File: src/rtl/next_pc_sequencer.sv
// next_pc_sequencer
//
// Produces the fetch address that feeds the PC stage. It presents that address
// to instruction memory through a valid/ready request, steps it sequentially,
// applies branch and jump redirects, buffers a redirect that arrives while a
// request is waiting, and implements halt/resume.
//
// Handshake: a fetch transfers on a rising edge where oFetchValid and
// iFetchReady are both high. While oFetchValid is high and iFetchReady is low,
// oNextPC stays stable. iStall may drop oFetchValid at any time; that is not a
// transfer.
//
// Ports
//   iClk, iRst_n        clock, asynchronous active-low reset
//   iStall              suppresses the fetch request while high
//   iHalt               level halt request
//   iResume             resume pulse, only acted on while halted
//   iBranchTaken/Target resolved taken branch (wins over a jump)
//   iJump/iJumpTarget   jump
//   iFetchReady         instruction memory accepts the request
//   oNextPC             registered fetch address
//   oFetchValid         fetch request valid
//   oHalted             high while halted
//   oRedirectPending    a buffered redirect is waiting to be applied
//   oDbgState           FSM state (0 RUN, 1 HALTED, 2 RESUME)
module next_pc_sequencer #(
  parameter logic [31:0] RESET_VECTOR = 32'h0000_0000,
  parameter logic [31:0] PC_STEP      = 32'd4
) (
  input  logic        iClk,
  input  logic        iRst_n,
  input  logic        iStall,
  input  logic        iHalt,
  input  logic        iResume,
  input  logic        iBranchTaken,
  input  logic [31:0] iBranchTarget,
  input  logic        iJump,
  input  logic [31:0] iJumpTarget,
  input  logic        iFetchReady,
  output logic [31:0] oNextPC,
  output logic        oFetchValid,
  output logic        oHalted,
  output logic        oRedirectPending,
  output logic [1:0]  oDbgState
);

  typedef enum logic [1:0] {
    ST_RUN    = 2'd0,
    ST_HALTED = 2'd1,
    ST_RESUME = 2'd2
  } state_t;

  state_t      state_q, state_d;
  logic [31:0] pc_q, pc_d;
  logic        pend_valid_q, pend_valid_d;
  logic [31:0] pend_target_q, pend_target_d;

  logic        fetch_valid;
  logic        accept;
  logic        live_redirect;
  logic [31:0] live_target;

  assign fetch_valid   = (state_q == ST_RUN) && !iStall;
  assign accept        = fetch_valid && iFetchReady;
  assign live_redirect = iBranchTaken || iJump;
  assign live_target   = iBranchTaken ? iBranchTarget : iJumpTarget;

  always_ff @(posedge iClk or negedge iRst_n) begin
    if (!iRst_n) begin
      state_q       <= ST_RUN;
      pc_q          <= RESET_VECTOR;
      pend_valid_q  <= 1'b0;
      pend_target_q <= 32'h0;
    end else begin
      state_q       <= state_d;
      pc_q          <= pc_d;
      pend_valid_q  <= pend_valid_d;
      pend_target_q <= pend_target_d;
    end
  end

  // PC / pending-redirect update.
  always_comb begin
    pc_d          = pc_q;
    pend_valid_d  = pend_valid_q;
    pend_target_d = pend_target_q;
    if (live_redirect && fetch_valid && !iFetchReady) begin
      // Request is outstanding: the address must stay stable, so park the
      // target. A newer redirect simply overwrites an older parked one.
      pend_target_d = live_target;
      pend_valid_d  = 1'b1;
    end else if (live_redirect) begin
      pc_d         = live_target;
      pend_valid_d = 1'b0;
    end else if (accept && pend_valid_q) begin
      pc_d         = pend_target_q;
      pend_valid_d = 1'b0;
    end else if (accept) begin
      pc_d = pc_q + PC_STEP;  // wraps modulo 2^32
    end
  end

  // Halt/resume sequencing. RESUME is a single bubble cycle before RUN.
  always_comb begin
    state_d = state_q;
    unique case (state_q)
      ST_RUN:    if (iHalt) state_d = ST_HALTED;
      ST_HALTED: if (iResume && !iHalt) state_d = ST_RESUME;
      ST_RESUME: state_d = ST_RUN;
      default:   state_d = ST_RUN;
    endcase
  end

  assign oNextPC          = pc_q;
  assign oFetchValid      = fetch_valid;
  assign oHalted          = (state_q == ST_HALTED);
  assign oRedirectPending = pend_valid_q;
  assign oDbgState        = state_q;

endmodule

File: config.mk
export PLATFORM = sky130hd
export DESIGN_NAME = next_pc_sequencer
export DESIGN_NICKNAME = d
export VERILOG_FILES = /design/src/rtl/next_pc_sequencer.sv
export SDC_FILE = /design/constraint.sdc
export NUM_CORES = 1
export LEC_CHECK = 0
export ABC_AREA = 0
export BUFFER_PORTS_ARGS = -buffer_cell sky130_fd_sc_hd__buf_4
export CAP_MARGIN = 20
export CORE_ASPECT_RATIO = 1.4
export CORE_MARGIN = 5
export CORE_UTILIZATION = 30
export CTS_CLUSTER_DIAMETER = 80
export DETAILED_ROUTE_END_ITERATION = 7
export PLACE_DENSITY_LB_ADDON = 0.05
export SLEW_MARGIN = 20
export SYNTH_ARGS = -nofsm -noshare
export SYNTH_HDL_FRONTEND = slang
export SYNTH_SLANG_ARGS = --single-unit
File: constraint.sdc
create_clock -name iClk -period 2.7 [get_ports iClk]
set_input_delay 0 -clock iClk [delete_from_list [all_inputs] [get_ports iClk]]
set_output_delay 0 -clock iClk [all_outputs]
set_load 0.005 [all_outputs]
Yosys cells after proc, flatten, opt, wreduce, memory -nomap -nowiden

Cells that the tools add are included.

Register bits: 67
Output and inout port bits: 37
Logic and storage cells: 34

Add/sub/neg operators: 1
Eq/ne operators: 3
Multiplexer cells: 10
Bitwise gates (word level): 1
Reduce and logical (&&, ||, !) cells: 15

Operator list:

| cell                                                  | count |
|---|---|
| two-way mux 32 bit                                    | 4 |
| adder 32 x 3 -> 32 bit, second input constant         | 1 |
| logical AND 1 bit                                     | 6 |
| nonzero test 3 bit                                    | 2 |
| two-way mux 2 bit                                     | 2 |
| case mux 2 bit (2 select lines)                       | 1 |
| AND reduction 2 bit                                   | 2 |
| logical NOT 1 bit                                     | 3 |
| two-way mux 1 bit                                     | 3 |
| equality test 2 x 1 -> 1 bit, second input constant   | 1 |
| logical NOT 2 bit                                     | 1 |
| inequality test 2 x 1 -> 1 bit, second input constant | 1 |
| inequality test 2 bit, second input constant          | 1 |
| logical OR 1 bit                                      | 1 |
| inverter 1 bit                                        | 1 |

Longest topological paths before layout

Gate-level depths: netlist of the first run.

Depth in word-level cells: 7
Depth in mapped cells: 8

Least setup slack after synthesis of the first run

No wires, ideal clock.

Path kind: register -> register
Start point: reg state_q[1], in the netlist oDbgState[1]
End point: reg pc_q[7], in the netlist oNextPC[7]
Setup time: 128 ps
Arrival time: 1726 ps
Setup slack: 846 ps
Stages on the path, launching flop included: 8
Buffers on the path: 3
Clock period less this slack: 1854 ps
Path through: dfrtp_1 -> or3_1 -> buf_4 -> mux2_4 -> buf_2 -> buf_2 -> a21oi_1 -> a21oi_1

Word-level cells in the longest chain between the ends: 6
Elaborated cells on any way between the ends: 11
Classes of those cells: mux (2); bitwise (1); reduce/logical (8)

Ends and longest elaborated chain:

| what                                                                              | line   | text |
|---|---|---|
| start: declaration                                                                | 53     | `state_t state_q, state_d;` |
| start signal: assignment                                                          | 75     | `state_q <= state_d;` |
| logical NOT 2 bit (*)                                                             | 63     | `assign fetch_valid = (state_q == ST_RUN) && !iStall;` |
| logical AND 1 bit (*)                                                             | 63     |  |
| logical AND 1 bit, on equally long branches                                       | 64, 87 |  |
| logical AND 1 bit, on equally long branches                                       | 95, 87 |  |
| nonzero test 3 bit (no source line), or another cell as far along                 | n/a    |  |
| AND reduction 2 bit (no source line) / two-way mux 32 bit (equally long branches) | n/a    |  |
| end signal: assignment                                                            | 76     | `pc_q <= pc_d;` |
| end: declaration                                                                  | 54     | `logic [31:0] pc_q, pc_d;` |

Mark *: on every way between the ends. The rest lies on a longest branch, timed or not.
A chain may end at the register's enable or synchronous reset.

Worst setup path in the final report of the first run

Start point: reg state_q[1], in the netlist oDbgState[1]
End point: reg pend_target_q[17]

Word-level cells in the longest chain between the ends: 4

Ends and longest elaborated chain:

| what                           | line | text |
|---|---|---|
| logical NOT 2 bit              | 63   |  |
| logical AND 1 bit              | 63   |  |
| logical AND 1 bit (2 in a row) | 87   | `if (live_redirect && fetch_valid && !iFetchReady) begin` |
| end signal: assignment         | 78   | `pend_target_q <= pend_target_d;` |
| end: declaration               | 56   | `logic [31:0] pend_target_q, pend_target_d;` |

No other way between the ends.

==> flow_summary.json, run 1 <==
{
  "synth_most_common_cell": "dfrtp_1",
  "yosysUniqueCellTypes": 73,
  "numCtsBuffers": 9,
  "port_buffers": 108,
  "grt_max_degree": 68,
  "drc_errors": 0,
  "cp_max_fo": 52,
  "diodes": 0,
  "synthesis.instances": 483,
  "drt-initial-drc-count": 201,
  "vias": 4382,
  "worstRegToRegCells": 7,
  "die_h_um": 151,
  "hp-class": "in2reg",
  "status": "complete, no violations",
  "grt_pass1_vias": 4464,
  "avgSynthCellArea_sq_um": 8.81,
  "clockBufferDepth": 2,
  "die_w_um": 111,
  "hold_depth": 3,
  "antenna_found_initial": 0,
  "area_delta_synth_final_pct": 40.3,
  "drtPass1Iterations": 5,
  "finish.net_count": 701,
  "synth-main-ff-cell": "dfrtp_1",
  "setup_viol": 0,
  "totalWireLength_um": 15100,
  "clkLatencyLatePin_ns": 0.34,
  "worst_setup_path_end_kind": "flip-flop",
  "power_leakage_uw": 0.00260,
  "seq_area_frac_synth": 0.394,
  "setup.worst_path.start_class": "flip-flop",
  "worstPathRequired_ns": 2.97,
  "synth_top_area_share": 0.394,
  "multi_input_area_sq_um": 2340,
  "io_pins": 109,
  "relSlewSlack": 0.379,
  "report.final.slew_viol_count": 0,
  "cts_resized": 0,
  "synth-seq-cells": 67,
  "ir_drop_mv": 0.237,
  "skew_ns": 0.00853,
  "p_int_uw": 2370,
  "start_util": 0.306,
  "hold_viol_final": 0,
  "netlist_area_sq_um": 4260,
  "routedWlPerCell_um": 18.5,
  "overflow": 0,
  "viasPerCell": 5.36,
  "period_minus_slack_ns": 2.49,
  "finalCritPeriodShare": 0.921,
  "p_sw_frac": 0.316,
  "async_flop_share": 1.00,
  "tightest_slew_ns": 0.932,
  "fin_ws_ns": 0.215,
  "synth_edf_count": 0,
  "dp_cells": 762,
  "p_seq_frac": 0.414,
  "rsz0062_at_grt": "false",
  "core_sq_um": 13900,
  "ff2ff_setup_slack_ns": 0.21,
  "yosys-top-cells-count": "67 x dfrtp_1, 57 x a21oi_1, 53 x nor2_1, 33 x nand2_1, 27 x mux2i_1",
  "rows": 51,
  "final_layout_size_suffix_gt1_frac": 0.258,
  "yosysTopAreaCell": "dfrtp_1",
  "synth_fp_nets": 556,
  "ys_top_cells_by_area": "dfrtp_1 39%, a21oi_1 6.7%, mux2i_1 6.4%",
  "power_density_nw_per_um2": 579,
  "htree_num_levels": 3,
  "fillers": 1419,
  "worst_hold_slack_ns": 0.00141,
  "final_cell_count_no_fill": 817,
  "arrival_ns": 2.76,
  "tns_ns": 0,
  "seqCellArea_sq_um": 1680,
  "drtAntennaViolNets": 0,
  "p_clk_frac": 0.311,
  "p_comb_frac": 0.275,
  "p_sw_uw": 1090,
  "clkTransAtPathRegs_ns": 0.06,
  "grt_pass1_wl_um": 24300,
  "cap_violations": 0,
  "dp_hpwl_um": 10800,
  "cts_root_buf": "clkbuf_16",
  "grt_util_all_layers": 0.183,
  "cts.sinks": 67,
  "dieArea_sq_um": 16700,
  "place_ws_ns": 0.496,
  "globalplace.congestion": 0.781,
  "crit_type": "reg2reg",
  "yosys_warnings": 0,
  "fmax_mhz": 402,
  "cts_tree": "yes",
  "fin_util": 0.429
}
-- placed cells by master (no fill, tap or decap), types with 4 or more instances in the layout --
cell type / n
buf_4: 129
dfrtp_1: 67
a211oi_1: 7
nand3_1: 12
nand4_1: 9
a22oi_1: 8
nand2_1: 33
and3_1: 4
a21oi_1: 57
o22a_1: 5
clkinv_2: 4
o41ai_1: 5
a31oi_1: 17
o31a_1: 6
dlygate4sd3_1: 40
nor2_1: 53
clkbuf_16: 9
inv_1: 12
nor3_1: 6
o32a_1: 4
o21ai_1: 22
mux2i_1: 27
o21ai_0: 8
and2_1: 5
-- metrics by stage --
stage	power, uW	area (sq um)
after detailed placement	2340	5310
final	3460	5970
after CTS	3500	5970
after global routing	3690	5970
after floorplan	1890	4260
after global placement	2320	5310
-- cells by family (layout without fill, tap and decap cells) --
group / count (synthesis) / after routing / synth area share
buf+inv: 51 / 200 / 0.0576
fa+ha+maj: 1 / 1 / 0.00294
mux: 29 / 29 / 0.0723
flops: 67 / 67 / 0.394
compound gates: 182 / 182 / 0.291
xor+xnor: 2 / 2 / 0.00412
simple gates: 151 / 151 / 0.178
-- power by group through the flow --
stage | Clock (uW) | Combinational [uW] | Sequential (uW)
3_3_place_gp | 0 | 876 | 1450
6_report | 1070 | 952 | 1430
5_1_grt | 1150 | 1060 | 1470
3_5_place_dp | 0 | 893 | 1450
2_1_floorplan | 0 | 502 | 1390
4_1_cts | 1100 | 966 | 1430
-- sequential cells by signal, summed over array words and instances (netlist names) --
register / cells
oNextPC: 32
pend_target_q: 32
oDbgState: 2
oRedirectPending: 1
-- per-layer routing --
metal,global-route usage,share of wire,routed length (um),up-vias
li1,-,-,-,2124
met1,0.224,0.42,6310,2131
met2,0.332,0.53,7960,116
met3,0.0328,0.042,632,11
met4,0.0505,0.012,178,0
met5,0,0,0,-
-- what timing repair did --
action / in CTS / in global routing
hold buffers: 40 / 0
endpoints found under the hold margin: 89 / 0
setup buffers: 0 / 0
-- final timing paths --
check,start,endpoint
worst max-delay path,oDbgState[1],pend_target_q[17]
worst min-delay path,iBranchTarget[1],pend_target_q[1]
worst max register to register,oDbgState[1],pend_target_q[17]
worst min register to register,oDbgState[1],oDbgState[0]
max in group asynchronous,iRst_n,oNextPC[0]
min in group asynchronous,iRst_n,pend_target_q[19]
-- critical path, cell delays in order, from the launching register on --
cell and delay (ns):
dfrtp_1 0.40, or3_1 0.52, buf_4 0.22, nor3_4 0.21, buf_12 0.28, nor2_1 0.06
a31oi_1 0.14, dlygate4sd3_1 0.57
-- layout make-up --
type | count | share of cell area
well taps | 185 | 0.0388
clock buffers | 12 | 0.0413
inverters | 14 | 0.00901
flip-flops and latches | 67 | 0.281
clock inverters | 3 | 0.00251
repair buffers | 171 | 0.236
multi-input cells | 365 | 0.392
No activity file was read; power rests on OpenSTA's default activity.
==> inputs of run 2 (changes only) <==
==> constraint.sdc (replaced) <==
create_clock -name iClk -period 2.7 [get_ports iClk]
set_input_delay 0.405 -clock iClk [delete_from_list [all_inputs] [get_ports iClk]]
set_output_delay 0.405 -clock iClk [all_outputs]
set_load 0.005 [all_outputs]
==> flow_summary.json, run 2 (same netlist as run 1, synthesis figures left out) <==
{
  "cts_resized": 0,
  "hp-class": "in2async",
  "arrival_ns": 2.45,
  "die_h_um": 151,
  "setup.worst_path.start_class": "flip-flop",
  "setup_viol": 0,
  "clockBufferDepth": 2,
  "rsz0062_at_grt": "false",
  "drc_errors": 0,
  "power_density_nw_per_um2": 610,
  "drt-initial-drc-count": 173,
  "cts.sinks": 67,
  "htree_num_levels": 3,
  "diodes": 0,
  "ctsHoldBuffers": 0,
  "place_ws_ns": 0.388,
  "skew_ns": 0.00394,
  "crit_type": "reg2reg",
  "cap_violations": 0,
  "drtAntennaViolNets": 0,
  "grt_pass1_vias": 4371,
  "final_common_cell": "buf_4",
  "core_sq_um": 13900,
  "finish.net_count": 659,
  "ir_drop_mv": 0.227,
  "worst_hold_slack_ns": 0.205,
  "clkLatencyLatePin_ns": 0.33,
  "tightest_slew_ns": 0.946,
  "start_util": 0.306,
  "die_w_um": 111,
  "routedWlPerCell_um": 19.0,
  "grt_util_all_layers": 0.177,
  "cts_root_buf": "clkbuf_16",
  "area_delta_synth_final_pct": 30.3,
  "io_pins": 109,
  "totalWireLength_um": 14700,
  "fin_ws_ns": 0.476,
  "final_cell_mix": "128 x buf_4, 67 x dfrtp_1, 57 x a21oi_1",
  "overflow": 0,
  "worstPathRequired_ns": 2.92,
  "cts_tree": "yes",
  "dieArea_sq_um": 16700,
  "worst_setup_path_end_kind": "flip-flop",
  "grt_pass1_wl_um": 23500,
  "relSlewSlack": 0.369,
  "grt_max_degree": 68,
  "clkTransAtPathRegs_ns": 0.05,
  "finalCritPeriodShare": 0.824,
  "power_leakage_uw": 0.00242,
  "numCtsBuffers": 9,
  "cts_setup_buffers": 0,
  "tns_ns": 0,
  "drtPass1Iterations": 5,
  "period_minus_slack_ns": 2.22,
  "rows": 51,
  "globalplace.congestion": 0.829,
  "status": "complete, no violations",
  "fmax_mhz": 450,
  "fin_util": 0.399,
  "port_buffers": 108,
  "dp_hpwl_um": 10700,
  "report.final.slew_viol_count": 0,
  "hold_viol_final": 0,
  "vias": 4266,
  "cp_max_fo": 35,
  "viasPerCell": 5.50,
  "antenna_found_initial": 0,
  "final_layout_size_suffix_gt1_frac": 0.273
}
-- run 2: cell type report --
| class | instances | area (sq um) |
|---|---|---|
| Fill cell | 1468 | 8370 |
| Multi-Input combinational cell | 365 | 2340 |
| Sequential cell | 67 | 1680 |
| Timing Repair Buffer | 129 | 981 |
| Clock buffer | 12 | 246 |
| Tap cell | 185 | 231 |
| Inverter | 14 | 53.8 |
| Clock inverter | 3 | 15.0 |
-- run 2: report_power, final --
group	switching [uW]	internal (uW)	leakage, uW
clock	431	637	0.000132
combinational	434	442	0.00151
sequential	210	1230	0.000779
-- run 2: worst paths after layout --
path / start / end / slack (ns) / cells past startpoint
min reg2reg: oDbgState[1] / oDbgState[0] / 0.47 / 1
max reg2reg: oDbgState[1] / oNextPC[5] / 0.48 / 6
min in group iClk: iHalt / oDbgState[1] / 0.23 / 2
max in group asynchronous: iRst_n / pend_target_q[26] / 1.86 / 1
max: oDbgState[1] / oNextPC[5] / 0.48 / 6
min: iRst_n / pend_target_q[20] / 0.21 / 1
-- run 2: critical path, cell delays in order (launching register included) --
cell and delay, ns:
dfrtp_1 0.39, or3_1 0.51, clkinv_2 0.15, nand3_4 0.38, o311ai_1 0.38, a32oi_1 0.09
o22a_1 0.19
-- run 2: per-stage QoR --
stage	area, sq um	total power, uW	instances
6_report	5540	3380	775
5_1_grt	5540	3600	775
4_1_cts	5540	3430	775
3_5_place_dp	5280	2340	760
3_3_place_gp	5280	2330	760
2_1_floorplan	4260	1890	483
-- run 2: metal layers --
metal  vias to the layer above  track usage  wire (um)
met5                         -            0          0
met4                         0       0.0733        299
met3                        20       0.0368        659
met2                       112        0.318       7550
met1                      2085        0.205       6230
li1                       2049            -          -
